--- src/rtl/mult_pkg.sv ---
// Shared definitions for the sequential shift-add multiplier.
package mult_pkg;

  typedef enum logic [1:0] {
    IDLE = 2'd0,
    RUN  = 2'd1,
    DONE = 2'd2
  } state_e;

  localparam int DEF_WIDTH = 8;
  localparam int CNT_W     = $clog2(DEF_WIDTH + 1);

  // Step-counter width for an arbitrary operand width (must count down from w).
  function automatic int cnt_width(input int w);
    return $clog2(w + 1);
  endfunction

endpackage

--- src/rtl/add_n.sv ---
// N-bit ripple-carry adder, generalisation of the 4-bit adder cell.
module add_n #(
  parameter int N = 4
) (
  input  logic         carryin,
  input  logic [N-1:0] X,
  input  logic [N-1:0] Y,
  output logic [N-1:0] S,
  output logic         carryout
);

  logic [N:0] c;

  always_comb begin
    S    = '0;
    c    = '0;
    c[0] = carryin;
    for (int unsigned i = 0; i < N; i++) begin
      S[i]   = X[i] ^ Y[i] ^ c[i];
      c[i+1] = (X[i] & Y[i]) | (c[i] & (X[i] ^ Y[i]));
    end
    carryout = c[N];
  end

endmodule

--- src/rtl/mult_seq.sv ---
// Sequential shift-add multiplier: one WIDTH-bit adder reused for WIDTH steps,
// unsigned or two's-complement operands selected per operation.
module mult_seq
  import mult_pkg::*;
#(
  parameter int WIDTH     = 8,
  parameter bit SIGNED_EN = 1'b1
) (
  input  logic               clk,
  input  logic               rst,
  input  logic               start,
  input  logic               signed_mode,
  input  logic [WIDTH-1:0]   a,
  input  logic [WIDTH-1:0]   b,
  output logic               busy,
  output logic               done,
  output logic [2*WIDTH-1:0] product
);

  localparam int CW = cnt_width(WIDTH);

  state_e             state_q;
  logic [WIDTH-1:0]   mcand_q, mplier_q, acc_hi_q;
  logic [CW-1:0]      cnt_q;
  logic               neg_q, busy_q, done_q;
  logic [2*WIDTH-1:0] product_q;

  logic               sgn_en_d, neg_d;
  logic [WIDTH-1:0]   a_abs_d, b_abs_d, addend_d, sum_s_d;
  logic               sum_co_d;
  logic [2*WIDTH-1:0] mag_d, product_d;

  // Magnitudes of the operands; the most-negative value maps to 2^(WIDTH-1).
  always_comb begin
    sgn_en_d = signed_mode && SIGNED_EN;
    a_abs_d  = (sgn_en_d && a[WIDTH-1]) ? (~a + 1'b1) : a;
    b_abs_d  = (sgn_en_d && b[WIDTH-1]) ? (~b + 1'b1) : b;
    neg_d    = sgn_en_d && (a[WIDTH-1] ^ b[WIDTH-1]);
    addend_d = mplier_q[0] ? mcand_q : '0;
  end

  add_n #(.N(WIDTH)) u_add (
    .carryin (1'b0),
    .X       (acc_hi_q),
    .Y       (addend_d),
    .S       (sum_s_d),
    .carryout(sum_co_d)
  );

  // Zero magnitude is never negated, so no negative-zero artefact can appear.
  always_comb begin
    mag_d     = {acc_hi_q, mplier_q};
    product_d = (neg_q && (|mag_d)) ? (~mag_d + 1'b1) : mag_d;
  end

  always_ff @(posedge clk or posedge rst) begin
    if (rst) begin
      state_q   <= IDLE;
      mcand_q   <= '0;
      mplier_q  <= '0;
      acc_hi_q  <= '0;
      cnt_q     <= '0;
      neg_q     <= 1'b0;
      busy_q    <= 1'b0;
      done_q    <= 1'b0;
      product_q <= '0;
    end else begin
      done_q <= 1'b0;
      case (state_q)
        IDLE: begin
          if (start) begin
            mcand_q  <= a_abs_d;
            mplier_q <= b_abs_d;
            acc_hi_q <= '0;
            cnt_q    <= CW'(WIDTH);
            neg_q    <= neg_d;
            busy_q   <= 1'b1;
            state_q  <= RUN;
          end
        end
        RUN: begin
          {acc_hi_q, mplier_q} <= {sum_co_d, sum_s_d, mplier_q[WIDTH-1:1]};
          cnt_q                <= cnt_q - 1'b1;
          if (cnt_q == CW'(1)) state_q <= DONE;
        end
        DONE: begin
          product_q <= product_d;
          done_q    <= 1'b1;
          busy_q    <= 1'b0;
          state_q   <= IDLE;
        end
        default: begin
          busy_q  <= 1'b0;
          state_q <= IDLE;
        end
      endcase
    end
  end

  assign busy    = busy_q;
  assign done    = done_q;
  assign product = product_q;

endmodule
--- config.mk ---
export PLATFORM = sky130hd
export DESIGN_NAME = mult_seq
export DESIGN_NICKNAME = d
export VERILOG_FILES = /design/src/rtl/mult_pkg.sv /design/src/rtl/add_n.sv /design/src/rtl/mult_seq.sv
export SDC_FILE = /design/constraint.sdc
export NUM_CORES = 1
export LEC_CHECK = 0
export CAP_MARGIN = 20
export CORE_AREA = 2 2 78 80
export CTS_CLUSTER_DIAMETER = 60
export CTS_CLUSTER_SIZE = 16
export DETAILED_ROUTE_END_ITERATION = 12
export DIE_AREA = 0 0 80 82
export HOLD_SLACK_MARGIN = 0.08
export MAX_ROUTING_LAYER = met4
export PLACE_DENSITY = 0.76
export RECOVER_POWER = 100
export SLEW_MARGIN = 0
export SYNTH_ARGS = -nofsm -noshare
export SYNTH_HDL_FRONTEND = slang
export SYNTH_HIERARCHICAL = 1
export SYNTH_SLANG_ARGS = --single-unit
export TNS_END_PERCENT = 5
--- constraint.sdc ---
create_clock -name clk -period 3.5 [get_ports clk]
set_clock_uncertainty 0.05 [all_clocks]
set_input_delay 0.7 -clock clk [delete_from_list [all_inputs] [get_ports clk]]
set_output_delay 0.7 -clock clk [all_outputs]
set_load 0.005 [all_outputs]
Word-level counts from Yosys, hierarchy flattened
Index checks and enable logic that the tools add are counted.

storage, ports and cells
  flip-flop bits (word level) = 49
  bits in latches = 0
  bits in writable memories = 0
  bits in read-only memories = 0
  input bits = 20
  memories = 0

cells by class
  $add $sub $neg = 4
  multipliers = 0
  divide/modulo/power cells = 0
  order comparisons = 0
  eq/ne operators = 5
  shifts and indexed selects = 0
  muxes and demuxes = 16
  bitwise gates (word level) = 42
  reduce and logical (&&, ||, !) cells = 11

operator list
  cell                                                                   number
  8-bit 2-to-1 mux                                                       5
  8-bit case mux with 2 select lines                                     2
  16-bit by 1-bit adder with 16-bit output, second input constant        1
  8-bit by 1-bit adder with 8-bit output, second input constant          2
  16-bit 2-to-1 mux                                                      1
  16-bit NOT                                                             1
  8-bit NOT                                                              2
  16-bit OR reduction                                                    1
  1-bit XOR                                                              16
  1-bit AND                                                              15
  4-bit case mux with 2 select lines                                     1
  2-bit AND reduction                                                    4
  1-bit OR                                                               7
  4-bit by 1-bit equality test with 1-bit output, second input constant  1
  1-bit logical AND                                                      4
  2-bit 2-to-1 mux                                                       2
  4-bit 2-to-1 mux                                                       1
  2-bit inequality test, second input constant                           2
  2-bit case mux with 2 select lines                                     1
  4-bit by 1-bit subtractor with 4-bit output, second input constant     1
  2-bit by 1-bit equality test with 1-bit output, second input constant  1
  2-bit equality test, second input constant                             1
  2-bit zero test                                                        1
  1-bit 2-to-1 mux                                                       2
  other kinds (3)                                                        3

Longest topological paths before layout
Gate-level depths: netlist (run 1).

  depth in word-level cells = 17
  gate-level depth with buffers = 16

Modules after synthesis
Netlist (run 1), hierarchy kept.

by module, submodules not included
  module    times used  cells an instance  area an instance (µm²)  seq. area each (µm²)
  mult_seq  1           289                2,613.8                 1,226.2
  add_n     1           18                 197.7                   0.0

Worst setup path before layout (run 1)
Ideal clock, no wire load.

  kind = register to register
  start point = reg mplier_q[0]
  end point = reg acc_hi_q[6]
  setup time = 0.083 ns
  arrival time = 3.781 ns
  data required time = 3.367 ns
  path slack = -0.413 ns
  stages on the path, launching flop included = 17
  buffers on the path = 1
  clock period less this slack = 3.913 ns
  path through = dfrtp_1 -> clkbuf_1 -> and2_1 -> fa_1 -> inv_1 -> fa_1 -> inv_1 -> fa_1 -> fa_1 -> fa_1 -> fa_1 -> fa_1 -> inv_1 -> fa_1 -> inv_1 -> nand2_1 -> o21ai_0

between the ends
  cells in the longest elaborated chain, start to end = 16
  elaborated cells on any way between the ends = 29

RTL lines
  what                                line            text
  start: declaration                  mult_seq.sv:23  logic [WIDTH-1:0] mcand_q, mplier_q, acc_hi_q;
  start signal: assignment            mult_seq.sv:73  mplier_q <= b_abs_d;
  start signal: assignment            mult_seq.sv:82  {acc_hi_q, mplier_q} <= {sum_co_d, sum_s_d, mplier_q[WIDTH-1:1]};
  8-bit 2-to-1 mux                    mult_seq.sv:39  addend_d = mplier_q[0] ? mcand_q : '0;
  named net addend_d[0]               mult_seq.sv:29  logic [WIDTH-1:0] a_abs_d, b_abs_d, addend_d, sum_s_d;
  1-bit AND (2 in series)             add_n.sv:20     c[i+1] = (X[i] & Y[i]) | (c[i] & (X[i] ^ Y[i]));
  1-bit OR                            add_n.sv:20
  1-bit AND                           add_n.sv:20
  1-bit OR                            add_n.sv:20
  1-bit AND                           add_n.sv:20
  1-bit OR                            add_n.sv:20
  1-bit AND                           add_n.sv:20
  1-bit OR                            add_n.sv:20
  1-bit AND                           add_n.sv:20
  1-bit OR                            add_n.sv:20
  1-bit AND                           add_n.sv:20
  1-bit OR                            add_n.sv:20
  1-bit XOR                           add_n.sv:19     S[i] = X[i] ^ Y[i] ^ c[i];
  named net sum_s_d[7]                mult_seq.sv:29
  8-bit case mux with 2 select lines  mult_seq.sv:69  case (state_q)
  end signal: assignment              mult_seq.sv:82
  end: declaration                    mult_seq.sv:23

The timed path passes the listed nets, and every way through them passes these cells.
A chain may end at the register's enable or synchronous reset.

Final worst setup path (run 1)
Ends and elaborated chain as after synthesis.

==> results.cfg, run 1 <==
[pwr]
ir_worst_vdd_mv = 0.3021
power_density_nw_per_um2 = 759.2
p_leak_nw = 1.468
total_power_mw = 2.515

[worst_setup_path]
critical_path.top_delay_family = adder cells
crit_path_frequent_cell = fa_2
regToRegStartpoint = mplier_q[0]
crit_required_ns = 3.67
worstPathMaxFanout = 2
critPathSlowestCell = fa_1
r2r_end = acc_hi_q[6]
critPathKind = reg2reg
cp.arrival_ns = 3.81
cp-end-kind = register
slowest_delay_ns = 0.41
reg2reg_slack_ns = -0.14
r2r_cells = 15
crit_path_start_kind = register
cp.buffers_inverters = 4
crit_chain = and2_4 -> fa_2 -> inv_2 -> fa_2 -> inv_2 -> fa_2 -> fa_2 -> fa_2 -> fa_2 -> fa_2 -> inv_2 -> fa_1 -> inv_1 -> nand2_1 -> o21ai_1

[drt]
wl_per_cell_um = 12.13
wl_um = 5072
drt_iter0_markers = 143
first_pass_iters = 4
vias = 2149
vias_per_cell = 5.141
ant_nets = 0
remaining_drc_errors = 0

[run_status]
status = complete, but fails checks
violations = setup timing

[sta]
drv_slew = 0
period_share = 1.039
maxSlewHeadroom = 0.1256
setup_tns_ns = -0.1358
fmax_mhz = 275.0
hold_violations = 0
hold_ws_ns = 0.4233
layout_min_cycle_time_ns = 3.636
finalSetupViolCount = 1
worst_pin_slew_ns = 1.312
final.setup.worst_slack_ns = -0.1358
grt_setup_unrepaired = yes

[synthesis]
async_flop_share = 1.000
synth-xor-area-share = 0.07788
synth.area.top_cells = dfrtp_1, nand2_1, o21ai_0
synth_edf_count = 0
synth_fp_nets = 340
yosys.area.top_type_share = 0.4361
synth.avg_cell_area_sq_um = 9.158
yosysTopAreaCell = dfrtp_1
yosys-mux-area-fraction = 0.007121
synthAdderAreaFrac = 0.07922
ys.flop_type = dfrtp_1
synth_top_family_by_area = simple AND/OR/NAND/NOR gates
seq_area_frac_synth = 0.4361
synthCells = 307
synth_cell_types = 40
synth_common_cells = nand2_1, dfrtp_1, o21ai_0
yosysMostFrequentCell = nand2_1
syn-cell-area_sq_um = 2811
synth_compound_area_frac = 0.1380
synth-simple-area-share = 0.2007
yosysWarnings = 6
ys_seq_elements = 49

[global_route]
grtUsageMet3 = 0.02967
grt_use_met1 = 0.2293
grt-ovfl-total = 0
use_met2 = 0.3008
top_usage_layer = met2
antenna_found_initial = 0
grt_pass1_vias = 2003
grt_max_degree = 34
grt_usage = 0.1804
grt_pass1_wl_um = 9073

[floorplanning]
die-height_um = 82
coreArea_sq_um = 5746
fp.dieW_um = 80
die_area_sq_um = 6560
ios = 38
rows = 28
start_util = 0.4893

[clock_network]
holdBufCountCts = 0
clk_latency_ns = 0.29
cts_htree_levels = 2
cts_resized = 0
cts_root_buffer = clkbuf_8
clock_sinks = 49
cts_tree = built
clk_path_buf_depth = 2
clkTransAtPathRegs_ns = 0.08
cts_made_buffers = 5

[min_path]
holdPathEnd = product[10]
hold_path.class = reg2reg
min_from = product[10]
holdPathStages = 2

[placed_design]
dp.cells = 410
dp_hpwl_um = 3945
preCtsSetupSlack_ns = -0.2558
dpl-instance-area_sq_um = 3257
port_buffers = 37
finalWeightedCongestion = 0.7653

[layout]
drive_gt1_frac = 0.07289
n_antenna_cell = 0
final_area_sq_um = 3313
final_nets = 376
syn2layout_area_growth_pct = 17.85
finish.utilization = 0.5767
stdcell_count = 418

[flow_run]
max_cap_viol_count = 0
cell families (layout without fill, tap and decap cells):
group                    Yosys count  in the layout
AO/OA/AOI/OAI                     67             67
XOR/XNOR                          25             25
adder cells (fa/ha/maj)           13             13
buffers and inverters             37             73
flip-flops                        49             49
multiplexers                       2              2
other                              1              1
AND/OR/NAND/NOR                  113            113
repair_timing:
item,4_1_cts,5_1_grt
setup buffers,1,0
endpoints found under the setup margin,2,2
pin swaps,9,0
final cells by class:
cell class              instances  area, sq um
fillers                       526         2432
multi-input cells             221         1416
flip-flops and latches         49         1227
repair buffers                 44        415.4
well taps                      75        93.84
inverters                      22        82.58
clock buffers                   6        72.57
clock inverters                 1        5.005
worst min-delay path, stage by stage (launching register included):
cell and delay [ns]:
dfrtp_1 0.34, nand2_1 0.04, o21ai_0 0.06
report_power, final:
group | switching [mW] | internal, mW | total [mW]
clock | 0.172 | 0.136 | 0.308
sequential | 0.261 | 0.821 | 1.08
combinational | 0.579 | 0.546 | 1.13
total | 1.01 | 1.50 | 2.52
per-layer routing:
metal / wire, um / vias up
li1: - / 1101
met1: 2421 / 998
met2: 2411 / 45
met3: 182 / 5
met4: 57 / 0
met5: 0 / -
cells in the final DEF (no fill, tap or decap), types with 3 or more instances in the layout:
master,n
a21oi_1,3
a22oi_1,7
a31oi_1,4
and2_1,9
buf_4,5
clkbuf_1,3
clkbuf_8,5
clkdlybuf4s50_1,16
dfrtp_1,48
dlygate4sd3_1,21
fa_2,7
ha_1,5
inv_1,19
inv_2,3
nand2_1,56
nand3_1,15
nand4_1,3
nor2_1,12
nor3_1,4
o211ai_1,3
o21ai_0,41
or3_1,3
xnor2_1,9
xor2_1,16
worst max path at each step:
stage                      startpoint     endpoint  slack [ns]  cells past startpoint
after global routing      mplier_q[0]  acc_hi_q[6]       -0.27                     15
after CTS                 mplier_q[0]  acc_hi_q[6]       -0.15                     15
after detailed placement   mcand_q[0]  acc_hi_q[6]       -0.26                     15
after floorplan           acc_hi_q[0]  acc_hi_q[6]       -0.14                     14
final                     mplier_q[0]  acc_hi_q[6]       -0.14                     15
after global placement     mcand_q[0]  acc_hi_q[6]       -0.19                     15
state kept, by name (all words and copies together), names as in the netlist:
| name | flops |
|---|---|
| acc_hi_q | 8 |
| busy | 1 |
| cnt_q | 4 |
| done | 1 |
| mcand_q | 8 |
| mplier_q | 8 |
| neg_q | 1 |
| product | 16 |
| state_q | 2 |
(Power assumes the default switching activity.)
==> inputs of run 2 (changes only) <==
Settings changed: CORE_AREA 2 2 78 80 to 2 2 73 75, DIE_AREA 0 0 80 82 to 0 0 75 77, PLACE_DENSITY 0.76 to 0.82.
Clock period 3.5 ns to 4.65 ns, I/O delays scaled along.
==> results.cfg, run 2 (same netlist as run 1, synthesis figures left out) <==
[sta]
finalSetupViolCount = 0
maxSlewHeadroom = -0.1576
hold_violations = 0
drv_slew = 34
worst_pin_slew_ns = 1.736
hold_ws_ns = 0.4244
setup_tns_ns = 0
fmax_mhz = 246.0
grt_setup_unrepaired = no
period_share = 0.8741
layout_min_cycle_time_ns = 4.064
final.setup.worst_slack_ns = 0.5856

[floorplanning]
coreArea_sq_um = 4977
die-height_um = 77
ios = 38
rows = 26
fp.dieW_um = 75
die_area_sq_um = 5775
start_util = 0.5649

[global_route]
grt_pass1_vias = 1902
antenna_found_initial = 0
grt_usage = 0.2045
grt-ovfl-total = 0
grt_max_degree = 50
grt_pass1_wl_um = 8838

[drt]
first_pass_iters = 4
remaining_drc_errors = 0
ant_nets = 0
drt_iter0_markers = 134
vias = 2162
vias_per_cell = 5.312
wl_per_cell_um = 12.95
wl_um = 5270

[layout]
syn2layout_area_growth_pct = 15.13
multi_input_area_sq_um = 1385
finish.utilization = 0.6503
largest_reg_flops = 16
final_cell_mix = nand2_1, dfrtp_1, o21ai_0
n_antenna_cell = 0
seq_area_sq_um = 1226
fillers = 427
final_nets = 371
layout_commonest_cell = nand2_1
drive_gt1_frac = 0.02374

[clock_network]
clock_sinks = 49
clk_latency_ns = 0.30
cts_made_buffers = 5
cts_setup_buffers = 0
clk_path_buf_depth = 2
cts_resized = 0
cts_htree_levels = 2
cts_root_buffer = clkbuf_8
cts_tree = built
clkTransAtPathRegs_ns = 0.08
holdBufCountCts = 0

[pwr]
ir_worst_vdd_mv = 0.2758
p_leak_nw = 1.452
power_density_nw_per_um2 = 574.0

[run_status]
violations = capacitance limit, slew limit
status = complete, but fails checks

[worst_setup_path]
critPathKind = reg2reg
crit_required_ns = 4.82
cp.arrival_ns = 4.23
cp-end-kind = register
crit_path_start_kind = register
worstPathMaxFanout = 12

[placed_design]
port_buffers = 37
dp_hpwl_um = 3876
preCtsSetupSlack_ns = 0.6125
finalWeightedCongestion = 0.8503

[min_path]
hold_path.class = reg2reg

[flow_run]
max_cap_viol_count = 1
run 2: where the power goes:
| group | leakage [nW] | internal (mW) | switching [mW] |
|---|---|---|---|
| clock network | 0.0399 | 0.0992 | 0.130 |
| registers | 0.609 | 0.617 | 0.208 |
| logic | 0.803 | 0.378 | 0.425 |
| total | 1.45 | 1.09 | 0.763 |
run 2: worst paths after layout:
kind / depth (start not counted) / end / slack, ns / from
setup / recovery: 15 / acc_hi_q[6] / 0.59 / mplier_q[0]
hold / removal: 2 / product[3] / 0.42 / product[3]
setup reg to reg: 15 / acc_hi_q[6] / 0.59 / mplier_q[0]
hold reg to reg: 2 / product[3] / 0.42 / product[3]
max in group asynchronous: 3 / acc_hi_q[0] / 1.46 / rst
min in group asynchronous: 2 / product[9] / 1.08 / rst
run 2: cell type report:
cell class	count	area share
Clock buffer	5	0.02126
Clock inverter	1	0.001546
Inverter	22	0.02551
Multi-Input combinational cell	221	0.4279
Sequential cell	49	0.3788
Tap cell	70	0.02706
Timing Repair Buffer	39	0.1179
run 2: through the flow:
step | std cells | power (mW) | instance area, sq um
after floorplan | 307 | 1.395 | 2811
after global placement | 400 | 1.649 | 3192
after detailed placement | 400 | 1.695 | 3192
after CTS | 406 | 1.929 | 3266
after global routing | 407 | 2.037 | 3237
final | 407 | 1.858 | 3237
run 2: critical path: stages (launching register included):
cell     delay [ns]
dfrtp_1        0.49
and2_0         0.20
fa_1           0.38
inv_1          0.07
fa_1           0.15
inv_1          0.05
fa_1           0.37
fa_1           0.39
fa_1           0.39
fa_1           0.40
fa_1           0.38
inv_1          0.07
fa_1           0.40
inv_1          0.06
nand2_1        0.05
o21ai_0        0.08
run 2: routing by layer:
layer	global-route usage	share of wire	vias to the layer above
met1	0.2694	0.44	1003
met5	-	0	-
li1	-	-	1089
met4	0.07679	0.017	0
met3	0.03548	0.048	12
met2	0.3140	0.49	58
